## src/rtl/ps2_pkg.sv

```systemverilog
// Shared types and constants for the PS/2 mouse packet framing path.
// Imported by the framing controller and its timeout timer.
package ps2_pkg;

    localparam int PS2_SYNC_BIT  = 3;
    localparam int PS2_PKT_BYTES = 3;
    localparam int PS2_PKT_W     = PS2_PKT_BYTES * 8;

    typedef enum logic [1:0] {
        SYNC = 2'd0,
        GOT1 = 2'd1,
        GOT2 = 2'd2,
        FULL = 2'd3
    } ps2_state_e;

    // byte1 lands in the most significant byte when the struct is flattened
    typedef struct packed {
        logic [7:0] byte1;
        logic [7:0] byte2;
        logic [7:0] byte3;
    } ps2_packet_t;

    // True when a byte carries the packet sync marker
    function automatic logic is_sync_byte(input logic [7:0] b);
        return b[PS2_SYNC_BIT];
    endfunction

endpackage

```

## src/rtl/ps2_timeout_timer.sv

```systemverilog
// Inter-byte timeout down-counter: reloads on clear, counts while run is high,
// and flags expire during the cycle in which the TIMEOUT_CYCLES-th idle cycle ends.
module ps2_timeout_timer #(
    parameter int TIMEOUT_CYCLES = 1024
) (
    input  logic clk,
    input  logic reset,
    input  logic clear,
    input  logic run,
    output logic expire
);

    localparam int CNT_W = (TIMEOUT_CYCLES > 2) ? $clog2(TIMEOUT_CYCLES) : 1;
    localparam logic [CNT_W-1:0] LOAD_VAL = CNT_W'(TIMEOUT_CYCLES - 1);
    localparam logic [CNT_W-1:0] ZERO_VAL = CNT_W'(0);
    localparam logic [CNT_W-1:0] ONE_VAL  = CNT_W'(1);

    logic [CNT_W-1:0] cnt_r;

    // Down-counter holding the idle cycles left before expiry
    always_ff @(posedge clk or posedge reset) begin
        if (reset) begin
            cnt_r <= LOAD_VAL;
        end else if (clear) begin
            cnt_r <= LOAD_VAL;
        end else if (run && (cnt_r != ZERO_VAL)) begin
            cnt_r <= cnt_r - ONE_VAL;
        end else begin
            cnt_r <= cnt_r;
        end
    end

    assign expire = run && (cnt_r == ZERO_VAL);

endmodule

```

## src/rtl/ps2_packet_ctrl.sv

```systemverilog
// Frames a PS/2 byte stream into 3-byte mouse packets with sync-bit alignment,
// inter-byte timeout resynchronisation and a saturating drop counter.
module ps2_packet_ctrl
    import ps2_pkg::*;
#(
    parameter int TIMEOUT_CYCLES = 1024,
    parameter int DROP_W         = 8
) (
    input  logic                 clk,
    input  logic                 reset,
    input  logic                 enable,
    input  logic                 in_valid,
    input  logic [7:0]           in_data,
    output logic                 in_ready,
    output logic                 out_valid,
    output logic [PS2_PKT_W-1:0] out_packet,
    input  logic                 out_ready,
    output logic                 timeout,
    output logic [DROP_W-1:0]    drop_cnt
);

    localparam logic [DROP_W-1:0] DROP_MAX = {DROP_W{1'b1}};
    localparam logic [DROP_W-1:0] DROP_ONE = DROP_W'(1);

    ps2_state_e        state_r;
    ps2_packet_t       pkt_r;
    logic [DROP_W-1:0] drop_r;
    logic              timeout_r;
    logic              in_ready_r;
    logic              out_valid_r;

    logic accept_s;
    logic timer_run_s;
    logic timer_clear_s;
    logic timer_expire_s;

    function automatic logic [DROP_W-1:0] sat_inc(input logic [DROP_W-1:0] v);
        return (v == DROP_MAX) ? v : (v + DROP_ONE);
    endfunction

    assign accept_s      = in_valid && in_ready_r;
    assign timer_run_s   = (state_r == GOT1) || (state_r == GOT2);
    // Holding clear outside GOT1/GOT2 reloads the timer on entry to SYNC or FULL
    assign timer_clear_s = accept_s || !timer_run_s;

    ps2_timeout_timer #(
        .TIMEOUT_CYCLES(TIMEOUT_CYCLES)
    ) u_timer (
        .clk    (clk),
        .reset  (reset),
        .clear  (timer_clear_s),
        .run    (timer_run_s),
        .expire (timer_expire_s)
    );

    // Framing FSM with byte capture, drop accounting and registered handshake flags
    always_ff @(posedge clk or posedge reset) begin
        if (reset) begin
            state_r     <= SYNC;
            pkt_r       <= '0;
            drop_r      <= '0;
            timeout_r   <= 1'b0;
            in_ready_r  <= 1'b1;
            out_valid_r <= 1'b0;
        end else begin
            timeout_r <= 1'b0;
            case (state_r)
                SYNC: begin
                    if (accept_s && enable && is_sync_byte(in_data)) begin
                        pkt_r.byte1 <= in_data;
                        state_r     <= GOT1;
                    end else if (accept_s && enable) begin
                        drop_r <= sat_inc(drop_r);
                    end else begin
                        state_r <= SYNC;
                    end
                end
                GOT1: begin
                    // Disable outranks both a new byte and a pending expiry
                    if (!enable) begin
                        state_r <= SYNC;
                    end else if (accept_s) begin
                        pkt_r.byte2 <= in_data;
                        state_r     <= GOT2;
                    end else if (timer_expire_s) begin
                        state_r   <= SYNC;
                        timeout_r <= 1'b1;
                        drop_r    <= sat_inc(drop_r);
                    end else begin
                        state_r <= GOT1;
                    end
                end
                GOT2: begin
                    if (!enable) begin
                        state_r <= SYNC;
                    end else if (accept_s) begin
                        pkt_r.byte3 <= in_data;
                        state_r     <= FULL;
                        in_ready_r  <= 1'b0;
                        out_valid_r <= 1'b1;
                    end else if (timer_expire_s) begin
                        state_r   <= SYNC;
                        timeout_r <= 1'b1;
                        drop_r    <= sat_inc(drop_r);
                    end else begin
                        state_r <= GOT2;
                    end
                end
                FULL: begin
                    if (out_ready) begin
                        state_r     <= SYNC;
                        in_ready_r  <= 1'b1;
                        out_valid_r <= 1'b0;
                    end else begin
                        state_r <= FULL;
                    end
                end
                default: begin
                    state_r     <= SYNC;
                    in_ready_r  <= 1'b1;
                    out_valid_r <= 1'b0;
                end
            endcase
        end
    end

    assign in_ready   = in_ready_r;
    assign out_valid  = out_valid_r;
    assign out_packet = pkt_r;
    assign timeout    = timeout_r;
    assign drop_cnt   = drop_r;

endmodule
```

## config.mk

```make
export PLATFORM = sky130hd
export DESIGN_NAME = ps2_packet_ctrl
export DESIGN_NICKNAME = d
export VERILOG_FILES = /design/src/rtl/ps2_pkg.sv /design/src/rtl/ps2_timeout_timer.sv /design/src/rtl/ps2_packet_ctrl.sv
export SDC_FILE = /design/constraint.sdc
export NUM_CORES = 1
export LEC_CHECK = 0
export ABC_AREA = 1
export CELL_PAD_IN_SITES_DETAIL_PLACEMENT = 0
export CELL_PAD_IN_SITES_GLOBAL_PLACEMENT = 2
export CORE_UTILIZATION = 28
export CTS_BUF_LIST = sky130_fd_sc_hd__clkbuf_16
export CTS_CLUSTER_DIAMETER = 150
export DETAILED_ROUTE_END_ITERATION = 10
export HOLD_SLACK_MARGIN = 0.03
export PLACE_DENSITY_LB_ADDON = 0.3
export SYNTH_ARGS = -nofsm -noshare
export SYNTH_HDL_FRONTEND = slang
export SYNTH_HIERARCHICAL = 1
export SYNTH_SLANG_ARGS = --single-unit
```

## constraint.sdc

```tcl
create_clock -name clk -period 1.7 [get_ports clk]
set_input_delay 0.425 -clock clk [delete_from_list [all_inputs] [get_ports clk]]
set_output_delay 0.425 -clock clk [all_outputs]
set_load 0.02 [all_outputs]
```

# Yosys cells after proc, flatten, opt, wreduce, memory -nomap -nowiden
# Index checks and enable logic that the tools add are counted.
# classes
add_sub_neg	2
n_eq_ne	13
muxes	31
reduce_logical	20
# ops
cell	count
$mux W8	6
$mux W10	2
$mux W2	8
$pmux W8 S2	1
$ne A2 B2 Y1 const B	6
$mux W1	11
$logic_not A10 Y1	1
$reduce_bool A10 Y1	1
$sub A10 B1 Y10 const B	1
$add A8 B1 Y8 const B	1
$eq A8 B8 Y1 const B	1
$pmux W2 S4	1
$reduce_and A3 Y1	2
$reduce_and A6 Y1	1
$reduce_bool A2 Y1	3
$logic_and A1 B1 Y1	5
$eq A2 B2 Y1 const B	2
$ne A2 B1 Y1 const B	2
$pmux W1 S2	2
$reduce_and A4 Y1	1
$ne A3 B3 Y1 const B	1
$eq A2 B1 Y1 const B	1
$logic_not A2 Y1	1
$logic_or A1 B1 Y1	2
other kinds (3)	3
# totals
ff_bits	47
in_bits	13
word_cells	75

# Longest topological paths before layout
# Gate-level depths: netlist (run 1).
# logic_depth
word_depth	7
depth_mapped	12
mapped_depth_nobuf	12

# Modules after synthesis
# Netlist (run 1), hierarchy kept.
# by_module_without_submodules
module	n_inst	cells_each	area_each_um2	seq_area_each_um2
ps2_packet_ctrl	1	203	1815.5	927.1
ps2_timeout_timer	1	94	698.2	262.8

# Worst setup path after synthesis (run 1)
# No wires, ideal clock.
# synth_path
path_type	reg2reg
startpoint	register state_r[1]
endpoint	register u_timer.cnt_r[2]
setup_time_ns	0.077
arrival_time_ns	1.664
t_required_ns	1.623
path_slack_ns	-0.042
path_stages_with_launch	9
n_path_buf	1
path_cell_list	dfrtp_1 -> inv_1 -> ha_1 -> nand2_1 -> inv_1 -> clkbuf_1 -> nand3_1 -> nand2_1 -> o21ai_2
# synth_between
elab_chain_cells	5
word_cells_on_any_way	8
classes_between	eq/ne: 2; mux: 1; reduce/logical: 5
# synth_lines
element	line	source
from (decl)	ps2_packet_ctrl.sv:25	ps2_state_e state_r;
from (signal assigned)	ps2_packet_ctrl.sv:59	state_r <= SYNC;
from (signal assigned)	ps2_packet_ctrl.sv:71	state_r <= GOT1;
from (signal assigned)	ps2_packet_ctrl.sv:75	state_r <= SYNC;
$eq A2 B1 Y1 / $eq A2 B2 Y1 (equally long branches)	ps2_packet_ctrl.sv:42	assign timer_run_s = (state_r == GOT1) || (state_r == GOT2);
$logic_or A1 B1 Y1 *	ps2_packet_ctrl.sv:42	
net timer_run_s	ps2_packet_ctrl.sv:33	logic timer_run_s;
$logic_not A1 Y1 *	ps2_packet_ctrl.sv:44	assign timer_clear_s = accept_s || !timer_run_s;
$logic_or A1 B1 Y1 *	ps2_packet_ctrl.sv:44	
net timer_clear_s	ps2_packet_ctrl.sv:34	logic timer_clear_s;
$mux W10 / $reduce_bool A2 Y1 (equally long branches)	--	
to (signal assigned)	ps2_timeout_timer.sv:27	cnt_r <= cnt_r - ONE_VAL;
to (signal assigned)	ps2_timeout_timer.sv:29	cnt_r <= cnt_r;
to (decl)	ps2_timeout_timer.sv:18	logic [CNT_W-1:0] cnt_r;
# The timed path passes the listed nets; every way through them passes the cells marked *.
# A chain may end at the register's enable or synchronous reset.

# Worst setup path in the final report (run 1)
# layout_path
startpoint	register pkt_r (netlist bit out_packet[13])
endpoint	output out_packet[13]
# layout_rtl
element	line	source
from (decl)	ps2_packet_ctrl.sv:26	ps2_packet_t pkt_r;
to (decl)	ps2_packet_ctrl.sv:16	output logic [PS2_PKT_W-1:0] out_packet,
# No word-level cell between the ends.

==> flow_summary_export.csv, run 1 <==
group,metric,value,unit
detailed_routing,via_count,2168,
layout,seqCellArea,0.00119,mm^2
cts,root_buffer,"clkbuf_16",
floorplanning,die-area,0.00936,mm^2
min_path,hp-class,"reg -> reg",
logic_synthesis,ys_ff_latch,47,
cts,clk_pin_slew_worst_paths,0.06,ns
layout,multi_input_area,0.00121,mm^2
timing,tightest_slew,0.408,ns
logic_synthesis,netlist_top_cells_count,"nand2_1 (85), dfrtp_1 (36), inv_1 (35), nand3_1 (28), o21ai_0 (22)",
critical_path,critPathBufInv,1,
critical_path,cpPeakStageDelay,0.62,ns
timing,clock_skew,0.00420,ns
grt,grt_pass1_wl,10200,um
power,powerDensity,1540,mW/mm^2
power,ir_drop,0.701,mV
detailed_routing,top_layer_used,"met4",
timing,rsz0062_at_grt,"no",
detailed_routing,detail_route.drc_violations,0,
critical_path,required,1.27,ns
cts,postCtsHoldBufs,0,
critical_path,crit_family,"buffers and inverters",
critical_path,arrival,1.25,ns
detailed_routing,routed-wl-met3,160,um
layout,num-fill-cells,873,
logic_synthesis,yosysWarnings,6,
layout,final_area,0.00371,mm^2
timing,hold_violations,0,
logic_synthesis,postSynthCellCount,297,
logic_synthesis,avgSynthCellArea,8.46,um^2
detailed_routing,viasPerCell,4.42,
critical_path,r2r-start,"u_timer/cnt_r[1]",
floorplanning,die_width,96.8,um
logic_synthesis,async_reset_ff_share,100,%
logic_synthesis,synth_top_cell_area_share,35.8,%
placement,io_buffers,47,
logic_synthesis,ys.flop_type,"dfrtp_1",
run_status,outcome,"completed",
layout,drive_above_1_share,25.9,%
timing,min_period,1.67,ns
layout,diodes,0,
critical_path,crit_chain,"clkdlybuf4s50_1",
placement,place.gp.congestion,0.798,
cts,clk_path_buf_depth,2,
detailed_routing,wl_met2,2830,um
grt,antenna_found_initial,0,
placement,dpl_cell_area,0.00339,mm^2
grt,grt_overflow,0,
cts,cts_tree,"yes",
critical_path,critical_path.slowest_cell,"clkdlybuf4s50_1",
grt,grt_pass1_vias,2140,
critical_path,cp_max_fo,2,
detailed_routing,ant_nets,0,
detailed_routing,postRouteWirelength,5880,um
logic_synthesis,synth_area_leaders,"dfrtp_1 (36%), nand2_1 (13%), dfstp_2 (11%), nand3_1 (5.6%), inv_1 (5.2%)",
grt,grt_usage,13.4,%
min_path,worstHoldStart,"out_packet[19]",
logic_synthesis,yosys.area.top_type,"dfrtp_1",
grt,grt_max_degree,38,
detailed_routing,drtIter0Drc,65,
floorplanning,start_util,28.8,%
critical_path,setup.worst_path.start,"out_packet[13]",
logic_synthesis,synth_edf_count,0,
layout,syn_to_final_growth,47.7,%
timing,drv_slew,0,
logic_synthesis,synthesis.nets,317,
timing,setup_slack,0.0284,ns
layout,final_util,42.6,%
timing,whs,0.471,ns
timing,timing.final.crit_share,98.3,%
floorplanning,core_area,0.00872,mm^2
power,p_leak,2.04,nW
logic_synthesis,synthDistinctLibCells,28,
placement,place_worst_setup_slack,-0.0959,ns
floorplanning,die-height,96.8,um
timing,setup_viol_count_final,0,
cts,clkLatencyLatePin,0.28,ns
cts,cts_sinks,47,
detailed_routing,drt_pre_antenna_iters,4,
critical_path,path_class,"reg -> out",
detailed_routing,routedWlPerCell,12.0,um
cts,htreeDepth,2,
layout,nNetsFinal,401,
placement,dpl.hpwl,4370,um
logic_synthesis,synth_most_common_cell,"nand2_1",
logic_synthesis,yosysSeqAreaShare,47.3,%
logic_synthesis,syn_area,0.00251,mm^2
cts,cts_made_buffers,5,
timing,relSlewSlack,72.7,%
floorplanning,top_level_ports,48,
critical_path,start_kind,"register",
power,power,5.73,mW
floorplanning,rows,34,
critical_path,cp-end-kind,"output port",
detailed_routing,met1_length,2860,um
flow_run,cap_violations,0,
timing,max_freq,598,MHz
[per-stage QoR]
step                setup TNS [ns]  cells
detailed placement           -1.39    481
global route                     0    490
floorplan                        0    297
global placement             -1.06    481
finish                           0    490
CTS                              0    489
[logic make-up after synthesis]
group                    Yosys count  share of synthesized area [%]
AO/OA/AOI/OAI                     41                           10.6
XOR/XNOR                           5                           1.74
adder cells (fa/ha/maj)            7                           3.48
buffers and inverters             42                           7.47
flip-flops                        47                           47.3
AND/OR/NAND/NOR                  155                           29.4
[layer usage]
metal / vias to the layer above / track usage (%)
li1: 1117 / -
met1: 1016 / 17.9
met2: 31 / 21.8
met3: 4 / 3.32
met4: 0 / 3.44
met5: - / 0
[cell type report]
| type | instances | area share, % |
|---|---|---|
| clock inverter | 3 | 1.72 |
| multi-input combinational | 208 | 32.6 |
| clock buffer | 5 | 3.37 |
| timing repair buffer | 82 | 22.9 |
| sequential | 47 | 32.1 |
| inverter | 37 | 3.74 |
| tap | 108 | 3.64 |
[sequential cells by signal, summed over array words and instances, names as in the netlist]
signal	cells
state_r	2
out_valid	1
in_ready	1
timeout	1
drop_cnt	8
out_packet	24
u_timer/cnt_r	10
[layout by cell type, fill, tap and decap left out, drive strengths merged, types with 7 or more instances in the layout]
master / instances
dfstp: 11
clkdlybuf4s50: 22
buf: 35
o21ai: 37
inv: 38
nand3: 29
ha: 7
nand2: 91
dfrtp: 36
nor2: 25
dlymetal6s2s: 19
[final timing paths]
path / slack [ns] / depth (start not counted) / endpoint
worst max-delay path: 0.03 / 1 / out_packet[13]
worst min-delay path: 0.47 / 2 / out_packet[19]
worst max register to register: 0.12 / 12 / state_r[0]
worst min register to register: 0.47 / 2 / out_packet[19]
max in group asynchronous: 0.93 / 2 / u_timer/cnt_r[7]
min in group asynchronous: 0.50 / 3 / out_packet[1]
[power by group]
part	total (mW)	switching [mW]	internal (mW)
logic	2.65	1.49	1.16
clock network	1.25	0.411	0.837
registers	1.84	0.263	1.57
[repair_timing]
item / CTS / global route
buffers inserted: 0 / 1
pin swaps: 2 / 6
gates cloned: 0 / 0
endpoints found under the setup margin: 14 / 31
resized for setup: 9 / 35
[worst min-delay path, delay by kind of cell, from the launching register on]
| kind | cells | cell delay [ns] |
|---|---|---|
| simple gates | 1 | 0.05 |
| flops | 1 | 0.35 |
| buf+inv | 1 | 0.04 |
(Power assumes the default switching activity.)
==> run 2: changes to the inputs <==
--- a/config.mk
+++ b/config.mk
@@ -8,7 +8,7 @@
 export ABC_AREA = 1
 export CELL_PAD_IN_SITES_DETAIL_PLACEMENT = 0
 export CELL_PAD_IN_SITES_GLOBAL_PLACEMENT = 2
-export CORE_UTILIZATION = 28
+export CORE_UTILIZATION = 26
 export CTS_BUF_LIST = sky130_fd_sc_hd__clkbuf_16
 export CTS_CLUSTER_DIAMETER = 150
 export DETAILED_ROUTE_END_ITERATION = 10
@@ -16,5 +16,4 @@
 export PLACE_DENSITY_LB_ADDON = 0.3
 export SYNTH_ARGS = -nofsm -noshare
 export SYNTH_HDL_FRONTEND = slang
-export SYNTH_HIERARCHICAL = 1
 export SYNTH_SLANG_ARGS = --single-unit
==> run 2 against run 1 <==
  * Cell area down 11%
  * Sequential power decreased by 10%
  * Critical path depth did not move
  * Die area rose by 0.24%
  * Global-route usage decreased by 0.60 points
  * Count of clock-buffer cells in the layout stayed put
  * Power decreased by 20%
  * Clock skew increased by 0.0011 ns
  * Synthesized cell count shrank 2.7%
  * Synthesized area fell by 6.9%
  * Worst setup slack improved by 0.0033 ns
  * Critical path type unchanged
==> flow_summary_export.csv, run 2 <==
group,metric,value,unit
logic_synthesis,syn_area,0.00234,mm^2
grt,grt_pass1_vias,2075,
timing,max_freq,599,MHz
floorplanning,top_level_ports,48,
placement,dp_cells,459,
floorplanning,core_area,0.00872,mm^2
cts,htreeDepth,2,
placement,place_worst_setup_slack,-0.185,ns
timing,clock_skew,0.00530,ns
layout,diodes,0,
logic_synthesis,synthesis.nets,310,
cts,cts_made_buffers,5,
layout,nNetsFinal,379,
layout,final_area,0.00330,mm^2
logic_synthesis,synth_edf_count,0,
floorplanning,die_width,96.9,um
layout,layout.cells.most_common_list,"nand2_1 (85), inv_1 (44), dfrtp_1 (36)",
floorplanning,start_util,26.8,%
layout,instances_no_fill,467,
critical_path,cp.depth,1,
timing,rsz0062_at_grt,"no",
power,p_leak,1.85,nW
logic_synthesis,ys_ff_latch,47,
logic_synthesis,synthDistinctLibCells,27,
layout,final_common_cell,"nand2_1",
logic_synthesis,netlist_top_cells_count,"nand2_1 (85), inv_1 (45), dfrtp_1 (36), nand3_1 (26), o21ai_0 (24)",
timing,timing.final.crit_share,98.1,%
detailed_routing,ant_nets,0,
critical_path,reg2reg_depth,7,
power,powerDensity,1380,mW/mm^2
cts,root_buffer,"clkbuf_16",
logic_synthesis,yosysSeqAreaShare,50.9,%
layout,drive_above_1_share,13.4,%
logic_synthesis,async_reset_ff_share,100,%
placement,dpl_cell_area,0.00309,mm^2
timing,drv_slew,0,
detailed_routing,drtIter0Drc,53,
cts,cts_sinks,47,
detailed_routing,routedWlPerCell,12.2,um
cts,clk_pin_slew_worst_paths,0.07,ns
detailed_routing,via_count,2015,
critical_path,cp_max_fo,2,
timing,tns,0,ns
timing,whs,0.401,ns
grt,grt_max_degree,25,
cts,cts_tree,"yes",
placement,place.gp.congestion,0.710,
layout,syn_to_final_growth,41.0,%
detailed_routing,viasPerCell,4.31,
critical_path,critPathBufInv,1,
power,ir_drop,0.613,mV
logic_synthesis,yosys.area.top_type,"dfrtp_1",
detailed_routing,postRouteWirelength,5710,um
logic_synthesis,synth_most_common_cell,"nand2_1",
critical_path,critical_path.slowest_cell,"clkdlybuf4s50_1",
timing,relSlewSlack,77.4,%
timing,setup_slack,0.0317,ns
flow_run,cap_violations,0,
timing,min_period,1.67,ns
logic_synthesis,yosysWarnings,0,
grt,grt_usage,12.8,%
placement,io_buffers,47,
cts,postCtsHoldBufs,0,
critical_path,path_class,"reg -> out",
min_path,hp-class,"in -> async",
timing,tightest_slew,0.336,ns
critical_path,required,1.27,ns
critical_path,crit_chain,"clkdlybuf4s50_1",
cts,clk_path_buf_depth,2,
logic_synthesis,synth_area_leaders,"dfrtp_1 (39%), nand2_1 (14%), dfstp_2 (12%), inv_1 (7.2%), nand3_1 (5.6%)",
critical_path,crit_family,"buffers and inverters",
detailed_routing,detail_route.drc_violations,0,
grt,grt_pass1_wl,9870,um
logic_synthesis,ys.flop_type,"dfrtp_1",
logic_synthesis,postSynthCellCount,289,
grt,antenna_found_initial,0,
critical_path,cpPeakStageDelay,0.60,ns
timing,setup_viol_count_final,0,
critical_path,cp-end-kind,"output port",
logic_synthesis,synth_top_cell_area_share,38.5,%
critical_path,start_kind,"register",
cts,post-cts-setup-buffers,0,
critical_path,r2r-start,"state_r[0]",
critical_path,setup.worst_path.start,"drop_cnt[6]",
critical_path,arrival,1.24,ns
layout,num-fill-cells,893,
placement,dpl.hpwl,4320,um
cts,clkLatencyLatePin,0.28,ns
floorplanning,rows,34,
detailed_routing,drt_pre_antenna_iters,4,
grt,grt_overflow,0,
layout,largest_reg_flops,24,
floorplanning,die-area,0.00938,mm^2
logic_synthesis,avgSynthCellArea,8.10,um^2
timing,hold_violations,0,
floorplanning,die-height,96.9,um
run_status,outcome,"completed",
==> run 2: routing by layer <==
metal	vias up	share of wire [%]	GRT usage [%]
met5	-	0	0
met4	0	1.1	3.79
met3	7	3.0	2.75
met2	28	45	20.1
met1	934	51	17.8
li1	1046	-	-
==> run 2: where the power goes <==
group	internal, mW	switching [mW]	leakage, nW
clock	0.837	0.413	0.0952
combinational	0.741	0.919	1.17
sequential	1.43	0.218	0.584
total	3.01	1.55	1.85
==> run 2: path summary, 6_finish.rpt <==
path                       slack (ns)               end
min in group clk                 0.47    out_packet[19]
min reg2reg                      0.47    out_packet[19]
min                              0.40       drop_cnt[6]
max reg2reg                      0.10  u_timer.cnt_r[1]
max                              0.03       drop_cnt[6]
max in group asynchronous        0.81          in_ready
==> run 2: cell type report <==
| class | count | area (um^2) | share of cell area (%) |
|---|---|---|---|
| flip-flops and latches | 47 | 1190 | 36.1 |
| clock inverters | 3 | 63.8 | 1.93 |
| well taps | 108 | 135 | 4.10 |
| repair buffers | 66 | 661 | 20.0 |
| multi-input cells | 192 | 952 | 28.9 |
| inverters | 46 | 173 | 5.23 |
| clock buffers | 5 | 125 | 3.79 |
==> run 2: cell families after synthesis <==
logic type                 count (synthesis)  synth area share (%)
and+or+nand+nor                          143                  26.6
buffers and inverters                     50                  8.45
DFF                                       47                  50.9
AOI/OAI and AO/OA                         37                  8.34
adders and majority gates                  8                  4.28
xor gates and xnor gates                   4                  1.50
==> run 2: stage by stage <==
step                utilization [%]  power, mW
floorplan                         -       2.56
global placement               35.4       3.41
detailed placement             35.4       3.42
CTS                            37.5       4.65
global route                   37.8       4.86
finish                         37.8       4.56
==> run 2: what timing repair did <==
action	in CTS	in global routing
gates resized for setup	8	14
endpoints found under the setup margin	8	21
hold endpoints to repair	0	0
